<file path="config.mk">
export PLATFORM = sky130hd
export DESIGN_NAME = cpu_sequencer_flat
export DESIGN_NICKNAME = d
export VERILOG_FILES = /design/src/rtl/cpu_pkg.sv /design/src/rtl/cpu_sequencer_if.sv /design/src/rtl/instr_decoder.sv /design/src/rtl/cpu_sequencer.sv /design/src/flat_wrapper.sv
export SDC_FILE = /design/constraint.sdc
export NUM_CORES = 1
export LEC_CHECK = 0
export CAP_MARGIN = 20
export CORE_MARGIN = 3
export CORE_UTILIZATION = 30
export CTS_BUF_LIST = sky130_fd_sc_hd__clkbuf_8
export DETAILED_ROUTE_END_ITERATION = 16
export GPL_TIMING_DRIVEN = 1
export PLACE_DENSITY = 0.52
export SYNTH_ARGS = -nofsm -noshare
export SYNTH_HDL_FRONTEND = slang
export SYNTH_SLANG_ARGS = --single-unit
</file>
<file path="constraint.sdc">
create_clock -name CLK -period 11.3 [get_ports CLK]
set_input_delay 2.26 -clock CLK [delete_from_list [all_inputs] [get_ports CLK]]
set_output_delay 2.26 -clock CLK [all_outputs]
set_load 0.02 [all_outputs]
</file>
<file path="src/rtl/cpu_pkg.sv">
// Shared definitions for the 8-bit CPU control sequencer: opcodes, ALU encodings,
// sequencer states, instruction field positions and the control bundle.
package cpu_pkg;

    localparam int PC_W_DEFAULT = 32;

    localparam logic [7:0] OP_LOADI = 8'h00;
    localparam logic [7:0] OP_MOV   = 8'h01;
    localparam logic [7:0] OP_ADD   = 8'h02;
    localparam logic [7:0] OP_SUB   = 8'h03;
    localparam logic [7:0] OP_AND   = 8'h04;
    localparam logic [7:0] OP_OR    = 8'h05;
    localparam logic [7:0] OP_J     = 8'h06;
    localparam logic [7:0] OP_BEQ   = 8'h07;
    localparam logic [7:0] OP_LWD   = 8'h08;
    localparam logic [7:0] OP_LWI   = 8'h09;
    localparam logic [7:0] OP_SWD   = 8'h0A;
    localparam logic [7:0] OP_SWI   = 8'h0B;

    localparam logic [2:0] ALU_FWD = 3'b000;
    localparam logic [2:0] ALU_ADD = 3'b001;
    localparam logic [2:0] ALU_AND = 3'b010;
    localparam logic [2:0] ALU_OR  = 3'b011;

    localparam int OPC_MSB   = 31;
    localparam int OPC_LSB   = 24;
    localparam int OFF_MSB   = 23;
    localparam int OFF_LSB   = 16;
    localparam int WREG_MSB  = 18;
    localparam int WREG_LSB  = 16;
    localparam int RREG1_MSB = 10;
    localparam int RREG1_LSB = 8;
    localparam int RREG2_MSB = 2;
    localparam int RREG2_LSB = 0;
    localparam int IMM_MSB   = 7;
    localparam int IMM_LSB   = 0;

    typedef enum logic [2:0] {
        ST_FETCH  = 3'd0,
        ST_DECODE = 3'd1,
        ST_EXEC   = 3'd2,
        ST_MEM    = 3'd3,
        ST_WB     = 3'd4,
        ST_HALT   = 3'd5
    } state_t;

    typedef struct packed {
        logic [2:0] alu_op;
        logic       complement;
        logic       immediate;
        logic       wb_sel;
        logic       is_alu;
        logic       is_mem;
        logic       is_load;
        logic       is_branch;
        logic       is_jump;
        logic       illegal;
    } ctrl_t;

endpackage

</file>
<file path="src/rtl/cpu_sequencer_if.sv">
// Memory handshake and datapath control bundle between the sequencer (master)
// and the memories/datapath (slave).
interface cpu_sequencer_if #(
    parameter int PC_W = cpu_pkg::PC_W_DEFAULT
);
    logic [31:0]     INSTRUCTION;
    logic            IMEM_BUSYWAIT;
    logic            IMEM_READ;
    logic [PC_W-1:0] PC;
    logic            ZERO;
    logic            DMEM_BUSYWAIT;
    logic            DMEM_READ;
    logic            DMEM_WRITE;
    logic            WRITEENABLE;
    logic [2:0]      ALUOP;
    logic            COMPLEMENT_FLAG;
    logic            IMMEDIATE_FLAG;
    logic            WB_SEL;
    logic [2:0]      WRITEREG;
    logic [2:0]      READREG1;
    logic [2:0]      READREG2;
    logic [7:0]      IMMEDIATE;

    modport master (
        input  INSTRUCTION, IMEM_BUSYWAIT, ZERO, DMEM_BUSYWAIT,
        output IMEM_READ, PC, DMEM_READ, DMEM_WRITE, WRITEENABLE, ALUOP,
               COMPLEMENT_FLAG, IMMEDIATE_FLAG, WB_SEL,
               WRITEREG, READREG1, READREG2, IMMEDIATE
    );

    modport slave (
        output INSTRUCTION, IMEM_BUSYWAIT, ZERO, DMEM_BUSYWAIT,
        input  IMEM_READ, PC, DMEM_READ, DMEM_WRITE, WRITEENABLE, ALUOP,
               COMPLEMENT_FLAG, IMMEDIATE_FLAG, WB_SEL,
               WRITEREG, READREG1, READREG2, IMMEDIATE
    );
endinterface

</file>
<file path="src/rtl/instr_decoder.sv">
// Purely combinational opcode decoder producing the datapath control bundle.
module instr_decoder
    import cpu_pkg::*;
(
    input  logic [7:0] opcode,
    output ctrl_t      ctrl
);

    // Opcode to control bundle; anything outside the defined set is flagged illegal.
    always_comb begin
        ctrl = '0;
        case (opcode)
            OP_LOADI: begin ctrl.immediate = 1'b1; ctrl.is_alu = 1'b1; end
            OP_MOV:   begin ctrl.is_alu = 1'b1; end
            OP_ADD:   begin ctrl.alu_op = ALU_ADD; ctrl.is_alu = 1'b1; end
            OP_SUB:   begin ctrl.alu_op = ALU_ADD; ctrl.complement = 1'b1; ctrl.is_alu = 1'b1; end
            OP_AND:   begin ctrl.alu_op = ALU_AND; ctrl.is_alu = 1'b1; end
            OP_OR:    begin ctrl.alu_op = ALU_OR;  ctrl.is_alu = 1'b1; end
            OP_J:     begin ctrl.is_jump = 1'b1; end
            OP_BEQ:   begin ctrl.alu_op = ALU_ADD; ctrl.complement = 1'b1; ctrl.is_branch = 1'b1; end
            OP_LWD:   begin ctrl.is_mem = 1'b1; ctrl.is_load = 1'b1; ctrl.wb_sel = 1'b1; end
            OP_LWI:   begin ctrl.is_mem = 1'b1; ctrl.is_load = 1'b1; ctrl.wb_sel = 1'b1; ctrl.immediate = 1'b1; end
            OP_SWD:   begin ctrl.is_mem = 1'b1; end
            OP_SWI:   begin ctrl.is_mem = 1'b1; ctrl.immediate = 1'b1; end
            default:  begin ctrl.illegal = 1'b1; end
        endcase
    end

endmodule

</file>
<file path="src/rtl/cpu_sequencer.sv">
// Multi-cycle FETCH/DECODE/EXEC/MEM/WB sequencer owning PC and IR.
// Define ILLEGAL_OP_TRAP_EN to halt on illegal opcodes and expose ILLEGAL_OP.
module cpu_sequencer
    import cpu_pkg::*;
#(
    parameter int              PC_W     = PC_W_DEFAULT,
    parameter logic [PC_W-1:0] RESET_PC = {PC_W{1'b0}}
) (
    input  logic CLK,
    input  logic RESET,
`ifdef ILLEGAL_OP_TRAP_EN
    output logic ILLEGAL_OP,
`endif
    cpu_sequencer_if.master bus
);

    state_t          state_q, state_d;
    logic [PC_W-1:0] pc_q, pc_d;
    logic [31:0]     ir_q, ir_d;
    logic [PC_W-1:0] pc_inc, pc_tgt;
    ctrl_t           dec;
    logic            active;

    logic       imem_read_q, imem_read_d;
    logic       dmem_read_q, dmem_read_d;
    logic       dmem_write_q, dmem_write_d;
    logic       we_q, we_d;
    logic [2:0] alu_op_q, alu_op_d;
    logic       comp_q, comp_d;
    logic       imm_q, imm_d;
    logic       wb_sel_q, wb_sel_d;
    logic       illegal_op_q, illegal_op_d;

    // INSTRUCTION is captured only on the edge that ends a ready fetch.
    assign ir_d   = (state_q == ST_FETCH && !bus.IMEM_BUSYWAIT) ? bus.INSTRUCTION : ir_q;
    assign pc_inc = pc_q + {{(PC_W-1){1'b0}}, 1'b1};
    assign pc_tgt = pc_inc + {{(PC_W-8){ir_q[OFF_MSB]}}, ir_q[OFF_MSB:OFF_LSB]};

    instr_decoder u_dec (
        .opcode (ir_d[OPC_MSB:OPC_LSB]),
        .ctrl   (dec)
    );

    // Next state and PC, then outputs decoded from the state being entered so they register cleanly.
    always_comb begin
        state_d = state_q;
        pc_d    = pc_q;
        case (state_q)
            ST_FETCH: begin
                if (!bus.IMEM_BUSYWAIT) state_d = ST_DECODE;
                else                    state_d = ST_FETCH;
            end
            ST_DECODE: begin
                if (dec.is_mem) state_d = ST_MEM;
                else            state_d = ST_EXEC;
            end
            ST_EXEC: begin
                state_d = ST_FETCH;
                if (dec.is_jump || (dec.is_branch && bus.ZERO)) begin
                    pc_d = pc_tgt;
                end else if (dec.illegal) begin
`ifdef ILLEGAL_OP_TRAP_EN
                    state_d = ST_HALT;
                    pc_d    = pc_q;
`else
                    pc_d    = pc_inc;
`endif
                end else begin
                    pc_d = pc_inc;
                end
            end
            ST_MEM: begin
                if (!bus.DMEM_BUSYWAIT) begin
                    if (dec.is_load) begin
                        state_d = ST_WB;
                    end else begin
                        state_d = ST_FETCH;
                        pc_d    = pc_inc;
                    end
                end else begin
                    state_d = ST_MEM;
                end
            end
            ST_WB: begin
                state_d = ST_FETCH;
                pc_d    = pc_inc;
            end
            ST_HALT: begin
`ifdef ILLEGAL_OP_TRAP_EN
                state_d = ST_HALT;
`else
                state_d = ST_FETCH;
`endif
            end
            default: state_d = ST_FETCH;
        endcase

        active       = state_d inside {ST_DECODE, ST_EXEC, ST_MEM, ST_WB};
        imem_read_d  = (state_d == ST_FETCH);
        dmem_read_d  = (state_d == ST_MEM) && dec.is_load;
        dmem_write_d = (state_d == ST_MEM) && !dec.is_load;
        we_d         = ((state_d == ST_EXEC) && dec.is_alu) || (state_d == ST_WB);
        alu_op_d     = active ? dec.alu_op     : ALU_FWD;
        comp_d       = active ? dec.complement : 1'b0;
        imm_d        = active ? dec.immediate  : 1'b0;
        wb_sel_d     = active ? dec.wb_sel     : 1'b0;
        illegal_op_d = (state_d == ST_HALT);
    end

    // Sequencer registers; RESET abandons any transaction and restarts a clean fetch.
    always_ff @(posedge CLK) begin
        if (RESET) begin
            state_q      <= ST_FETCH;
            pc_q         <= RESET_PC;
            ir_q         <= 32'd0;
            imem_read_q  <= 1'b1;
            dmem_read_q  <= 1'b0;
            dmem_write_q <= 1'b0;
            we_q         <= 1'b0;
            alu_op_q     <= ALU_FWD;
            comp_q       <= 1'b0;
            imm_q        <= 1'b0;
            wb_sel_q     <= 1'b0;
            illegal_op_q <= 1'b0;
        end else begin
            state_q      <= state_d;
            pc_q         <= pc_d;
            ir_q         <= ir_d;
            imem_read_q  <= imem_read_d;
            dmem_read_q  <= dmem_read_d;
            dmem_write_q <= dmem_write_d;
            we_q         <= we_d;
            alu_op_q     <= alu_op_d;
            comp_q       <= comp_d;
            imm_q        <= imm_d;
            wb_sel_q     <= wb_sel_d;
            illegal_op_q <= illegal_op_d;
        end
    end

    assign bus.IMEM_READ       = imem_read_q;
    assign bus.PC              = pc_q;
    assign bus.DMEM_READ       = dmem_read_q;
    assign bus.DMEM_WRITE      = dmem_write_q;
    assign bus.WRITEENABLE     = we_q;
    assign bus.ALUOP           = alu_op_q;
    assign bus.COMPLEMENT_FLAG = comp_q;
    assign bus.IMMEDIATE_FLAG  = imm_q;
    assign bus.WB_SEL          = wb_sel_q;
    assign bus.WRITEREG        = ir_q[WREG_MSB:WREG_LSB];
    assign bus.READREG1        = ir_q[RREG1_MSB:RREG1_LSB];
    assign bus.READREG2        = ir_q[RREG2_MSB:RREG2_LSB];
    assign bus.IMMEDIATE       = ir_q[IMM_MSB:IMM_LSB];

`ifdef ILLEGAL_OP_TRAP_EN
    assign ILLEGAL_OP = illegal_op_q;
`else
    logic unused_illegal_op;
    assign unused_illegal_op = illegal_op_q;
`endif

    logic unused_ir_bits;
    assign unused_ir_bits = ^ir_q[15:11];

endmodule

</file>
<file path="src/flat_wrapper.sv">
// flat-port wrapper written by rule: the top's interface ports become plain ports
module cpu_sequencer_flat import cpu_pkg::*;
#(
    parameter int              PC_W     = PC_W_DEFAULT,
    parameter logic [PC_W-1:0] RESET_PC = {PC_W{1'b0}}
)
  (CLK, RESET, bus_INSTRUCTION, bus_IMEM_BUSYWAIT, bus_ZERO, bus_DMEM_BUSYWAIT, bus_IMEM_READ, bus_PC, bus_DMEM_READ, bus_DMEM_WRITE, bus_WRITEENABLE, bus_ALUOP, bus_COMPLEMENT_FLAG, bus_IMMEDIATE_FLAG, bus_WB_SEL, bus_WRITEREG, bus_READREG1, bus_READREG2, bus_IMMEDIATE);
  cpu_sequencer_if #(.PC_W(PC_W)) bus_i ();
  input  logic CLK;
  input  logic RESET;
  input wire logic [$bits(bus_i.INSTRUCTION)-1:0] bus_INSTRUCTION;
  input wire logic [$bits(bus_i.IMEM_BUSYWAIT)-1:0] bus_IMEM_BUSYWAIT;
  input wire logic [$bits(bus_i.ZERO)-1:0] bus_ZERO;
  input wire logic [$bits(bus_i.DMEM_BUSYWAIT)-1:0] bus_DMEM_BUSYWAIT;
  output wire logic [$bits(bus_i.IMEM_READ)-1:0] bus_IMEM_READ;
  output wire logic [$bits(bus_i.PC)-1:0] bus_PC;
  output wire logic [$bits(bus_i.DMEM_READ)-1:0] bus_DMEM_READ;
  output wire logic [$bits(bus_i.DMEM_WRITE)-1:0] bus_DMEM_WRITE;
  output wire logic [$bits(bus_i.WRITEENABLE)-1:0] bus_WRITEENABLE;
  output wire logic [$bits(bus_i.ALUOP)-1:0] bus_ALUOP;
  output wire logic [$bits(bus_i.COMPLEMENT_FLAG)-1:0] bus_COMPLEMENT_FLAG;
  output wire logic [$bits(bus_i.IMMEDIATE_FLAG)-1:0] bus_IMMEDIATE_FLAG;
  output wire logic [$bits(bus_i.WB_SEL)-1:0] bus_WB_SEL;
  output wire logic [$bits(bus_i.WRITEREG)-1:0] bus_WRITEREG;
  output wire logic [$bits(bus_i.READREG1)-1:0] bus_READREG1;
  output wire logic [$bits(bus_i.READREG2)-1:0] bus_READREG2;
  output wire logic [$bits(bus_i.IMMEDIATE)-1:0] bus_IMMEDIATE;
  assign bus_i.INSTRUCTION = bus_INSTRUCTION;
  assign bus_i.IMEM_BUSYWAIT = bus_IMEM_BUSYWAIT;
  assign bus_i.ZERO = bus_ZERO;
  assign bus_i.DMEM_BUSYWAIT = bus_DMEM_BUSYWAIT;
  assign bus_IMEM_READ = bus_i.IMEM_READ;
  assign bus_PC = bus_i.PC;
  assign bus_DMEM_READ = bus_i.DMEM_READ;
  assign bus_DMEM_WRITE = bus_i.DMEM_WRITE;
  assign bus_WRITEENABLE = bus_i.WRITEENABLE;
  assign bus_ALUOP = bus_i.ALUOP;
  assign bus_COMPLEMENT_FLAG = bus_i.COMPLEMENT_FLAG;
  assign bus_IMMEDIATE_FLAG = bus_i.IMMEDIATE_FLAG;
  assign bus_WB_SEL = bus_i.WB_SEL;
  assign bus_WRITEREG = bus_i.WRITEREG;
  assign bus_READREG1 = bus_i.READREG1;
  assign bus_READREG2 = bus_i.READREG2;
  assign bus_IMMEDIATE = bus_i.IMMEDIATE;
  cpu_sequencer #(.PC_W(PC_W), .RESET_PC(RESET_PC)) u_core (.CLK(CLK), .RESET(RESET), .bus(bus_i));
endmodule
</file>
==> results_dict.tcl <==
set metrics [dict create \
    antenna_cells 0 \
    tns_ps 0 \
    final-hold-violation-count 0 \
    die_w_um 141 \
    clock_path_buffers 2 \
    max-vdd-ir-drop_v 0.0000691 \
    port_buffers 89 \
    hp-class "reg -> reg" \
    die_h_um 141 \
    synth_cell_types 65 \
    status "complete, no violations" \
    arrival_ps 5860 \
    vias 5211 \
    htreeDepth 3 \
    finalWirelength_mm 15.4 \
    worstSetupPathType "in -> reg" \
    setup_viol 0 \
    grt_pass1_vias 5110 \
    post_drt_wl_per_cell_um 15.5 \
    drt_iter0_markers 230 \
    core_area_um2 17600 \
    cts_buffers 9 \
    grt.total_usage_pct 15.4 \
    grt_pass1_wl_mm 25.6 \
    cp_max_fo 30 \
    cts_tree "yes" \
    power_density_nw_per_um2 99.6 \
    drv_cap 0 \
    final_core_util_pct 37.5 \
    critical_path_required_ps 11560 \
    path_cells "clkdlybuf4s50_1, or4_4, mux2i_1, nand2_1, or2_1, a21bo_4, a31oi_4, nor4_1, nand2b_1, mux2_4" \
    synth-async-reset-ratio_pct 0 \
    area_delta_synth_final_pct 20.1 \
    ios 96 \
    synth_nets 791 \
    dieArea_um2 20000 \
    rsz0062_at_grt "no" \
    routed_via_density 5.25 \
    postPlaceCellArea_um2 6360 \
    syn-mean-instance-area_um2 7.70 \
    final.period_utilization_pct 49.6 \
    slew_headroom_pct 43.6 \
    postCtsSetupRepairBufs 0 \
    finalCriticalPeriod_ps 5610 \
    root_buffer "clkbuf_8" \
    p_leak_nw 2.65 \
    grt_remaining_overflow 0 \
    ant_nets 0 \
    synth.yosys.warnings 0 \
    cp_num_buf_inv 1 \
    yosysSeqAreaShare_pct 25.8 \
    ys_ff_latch 71 \
    crit_family "simple AND/OR/NAND/NOR gates" \
    cpPeakStageDelay_ps 700 \
    max_slew.worst_pin.slew_ps 845 \
    cts_hold_buf 0 \
    endpoint_kind "flop" \
    clk_pin_slew_ps 80 \
    clkLatencyLatePin_ps 380 \
    cpMaxStageDelayCell "a31oi_4" \
    initial_core_util_pct 31.2 \
    row_count 48 \
    startpoint_type "input port" \
    dr.pass1.iters 4 \
    post_cts_resized 0 \
    dp_hpwl_mm 10.8 \
    synth_edf_count 0 \
    finalInstanceArea_um2 6600 \
    synth_ff_type "dfxtp_1" \
    drive_above_1_share_pct 5.74 \
    fmax_mhz 178 \
    grt_start_max_net_pins 67 \
    nNetsFinal 839 \
    antenna_found_initial 0 \
    cts_sinks 71 \
    final_max_slew_viol_count 0 \
    skew_ps 16.1 \
    drc 0 \
    syn_area_um2 5500 \
    gp_congestion 0.851 \
    syn_inst 714 \
]
[worst paths after layout]
kind	from	end	depth (start not counted)	slack (ps)
hold / removal	u_core.ir_q[10]$_SDFFE_PP0N_	u_core.ir_q[10]$_SDFFE_PP0N_	2	460
hold reg to reg	u_core.ir_q[10]$_SDFFE_PP0N_	u_core.ir_q[10]$_SDFFE_PP0N_	2	460
setup reg to reg	u_core.bus.PC[2]$_SDFFE_PP0P_	u_core.bus.PC[31]$_SDFFE_PP0P_	16	6560
setup / recovery	bus_IMEM_BUSYWAIT	u_core.bus.PC[31]$_SDFFE_PP0P_	10	5690
[logic make-up (layout without fill, tap and decap cells)]
logic type                 Yosys count  count (layout)  share of synthesized area (%)
buffers and inverters               69             122                           7.39
and+or+nand+nor                    271             271                           22.8
other                                1               1                         0.0682
DFF                                 71              71                           25.8
muxes                                8               8                           1.62
adders and majority gates           40              40                           9.24
xor gates and xnor gates            51              51                           8.12
AOI/OAI and AO/OA                  203             203                           24.9
[metrics by stage]
step                hold slack [ps]  worst slack (ps)  total power [mW]  instances
CTS                             460              5690             0.666        992
floorplan                       436              6750             0.366        714
global placement                441              5380             0.402        976
detailed placement              448              5330             0.405        976
global route                    479              5480             0.688        992
finish                          456              5690             0.658        992
[per-layer routing]
| layer | track usage (%) | routed length, um | vias up |
|---|---|---|---|
| met4 | 5.61 | 225 | 0 |
| met2 | 25.5 | 6930 | 132 |
| li1 | - | - | 2642 |
| met1 | 20.6 | 7430 | 2422 |
| met3 | 2.16 | 794 | 15 |
| met5 | 0 | 0 | - |
[registers in the layout (all words and copies together), names as in the netlist]
register                    flops
u_core.bus.WB_SEL               1
u_core.state_q                  3
u_core.bus.PC                  32
u_core.bus.ALUOP                2
u_core.bus.COMPLEMENT_FLAG      1
u_core.ir_q                    27
u_core.bus.IMMEDIATE_FLAG       1
u_core.bus.WRITEENABLE          1
u_core.bus.DMEM_READ            1
u_core.bus.IMEM_READ            1
u_core.bus.DMEM_WRITE           1
[Yosys cell counts (all sizes together) (3+ instances only)]
cell      n  area share (%)
and4      5            0.80
nand4    17             1.9
buf      32             4.9
clkbuf   26             1.8
inv      11            0.75
a311oi    5             1.4
dfxtp    71              26
mux2i     7             1.3
o21bai    7            0.96
nor2b     4            0.45
nor4      6            0.68
and2      4            0.46
xor2     16             2.5
nand2b    3            0.34
nand3    21             1.9
or3       5            0.57
nand3b    4            0.55
a31oi    13             1.8
a22oi     5            0.68
o21a      3            0.41
o31ai     3            0.41
a21oi    67             6.2
o21ai    36             3.3
nand2   115             7.8
and3     11             1.3
o221ai    4            0.64
a211oi   16             2.5
o211ai    4            0.55
ha       39             8.9
nor2     56             3.8
a21o     21             2.9
xnor2    35             5.6
nor3     14             1.3
[worst reg2reg max path, delay by kind of cell (launching register included)]
family,cells,cell delay (ps)
and+or+nand+nor,8,1990
muxes,2,590
AOI/OAI and AO/OA,4,1000
xor gates and xnor gates,1,150
DFF,1,520
adders and majority gates,1,380
[cells in the final DEF, fill, tap and decap left out, types with 6 or more instances in the layout]
cell type / instances
buf_4: 6
mux2i_1: 6
nand3_1: 21
nand4_1: 17
nor2_1: 56
o21bai_1: 7
o21ai_0: 31
a21o_1: 21
inv_1: 11
a31oi_1: 12
and3_1: 11
xnor2_1: 35
a211oi_1: 12
xor2_1: 16
clkdlybuf4s50_1: 88
ha_1: 39
nand2_1: 115
a21oi_1: 66
clkbuf_8: 9
nor3_1: 14
dfxtp_1: 71
[layout make-up]
class / count / area (um^2)
fillers: 1808 / 11000
multi-input cells: 574 / 3680
flip-flops and latches: 71 / 1420
repair buffers: 95 / 931
well taps: 225 / 282
clock buffers: 9 / 124
clock inverters: 7 / 121
inverters: 11 / 41.3
[power by group]
group	internal (mW)	leakage, nW	switching (mW)
Sequential	0.261	0.578	0.0101
Clock	0.147	0.123	0.111
Combinational	0.0542	1.94	0.0741
Total	0.462	2.65	0.196
(Power assumes the default switching activity.)
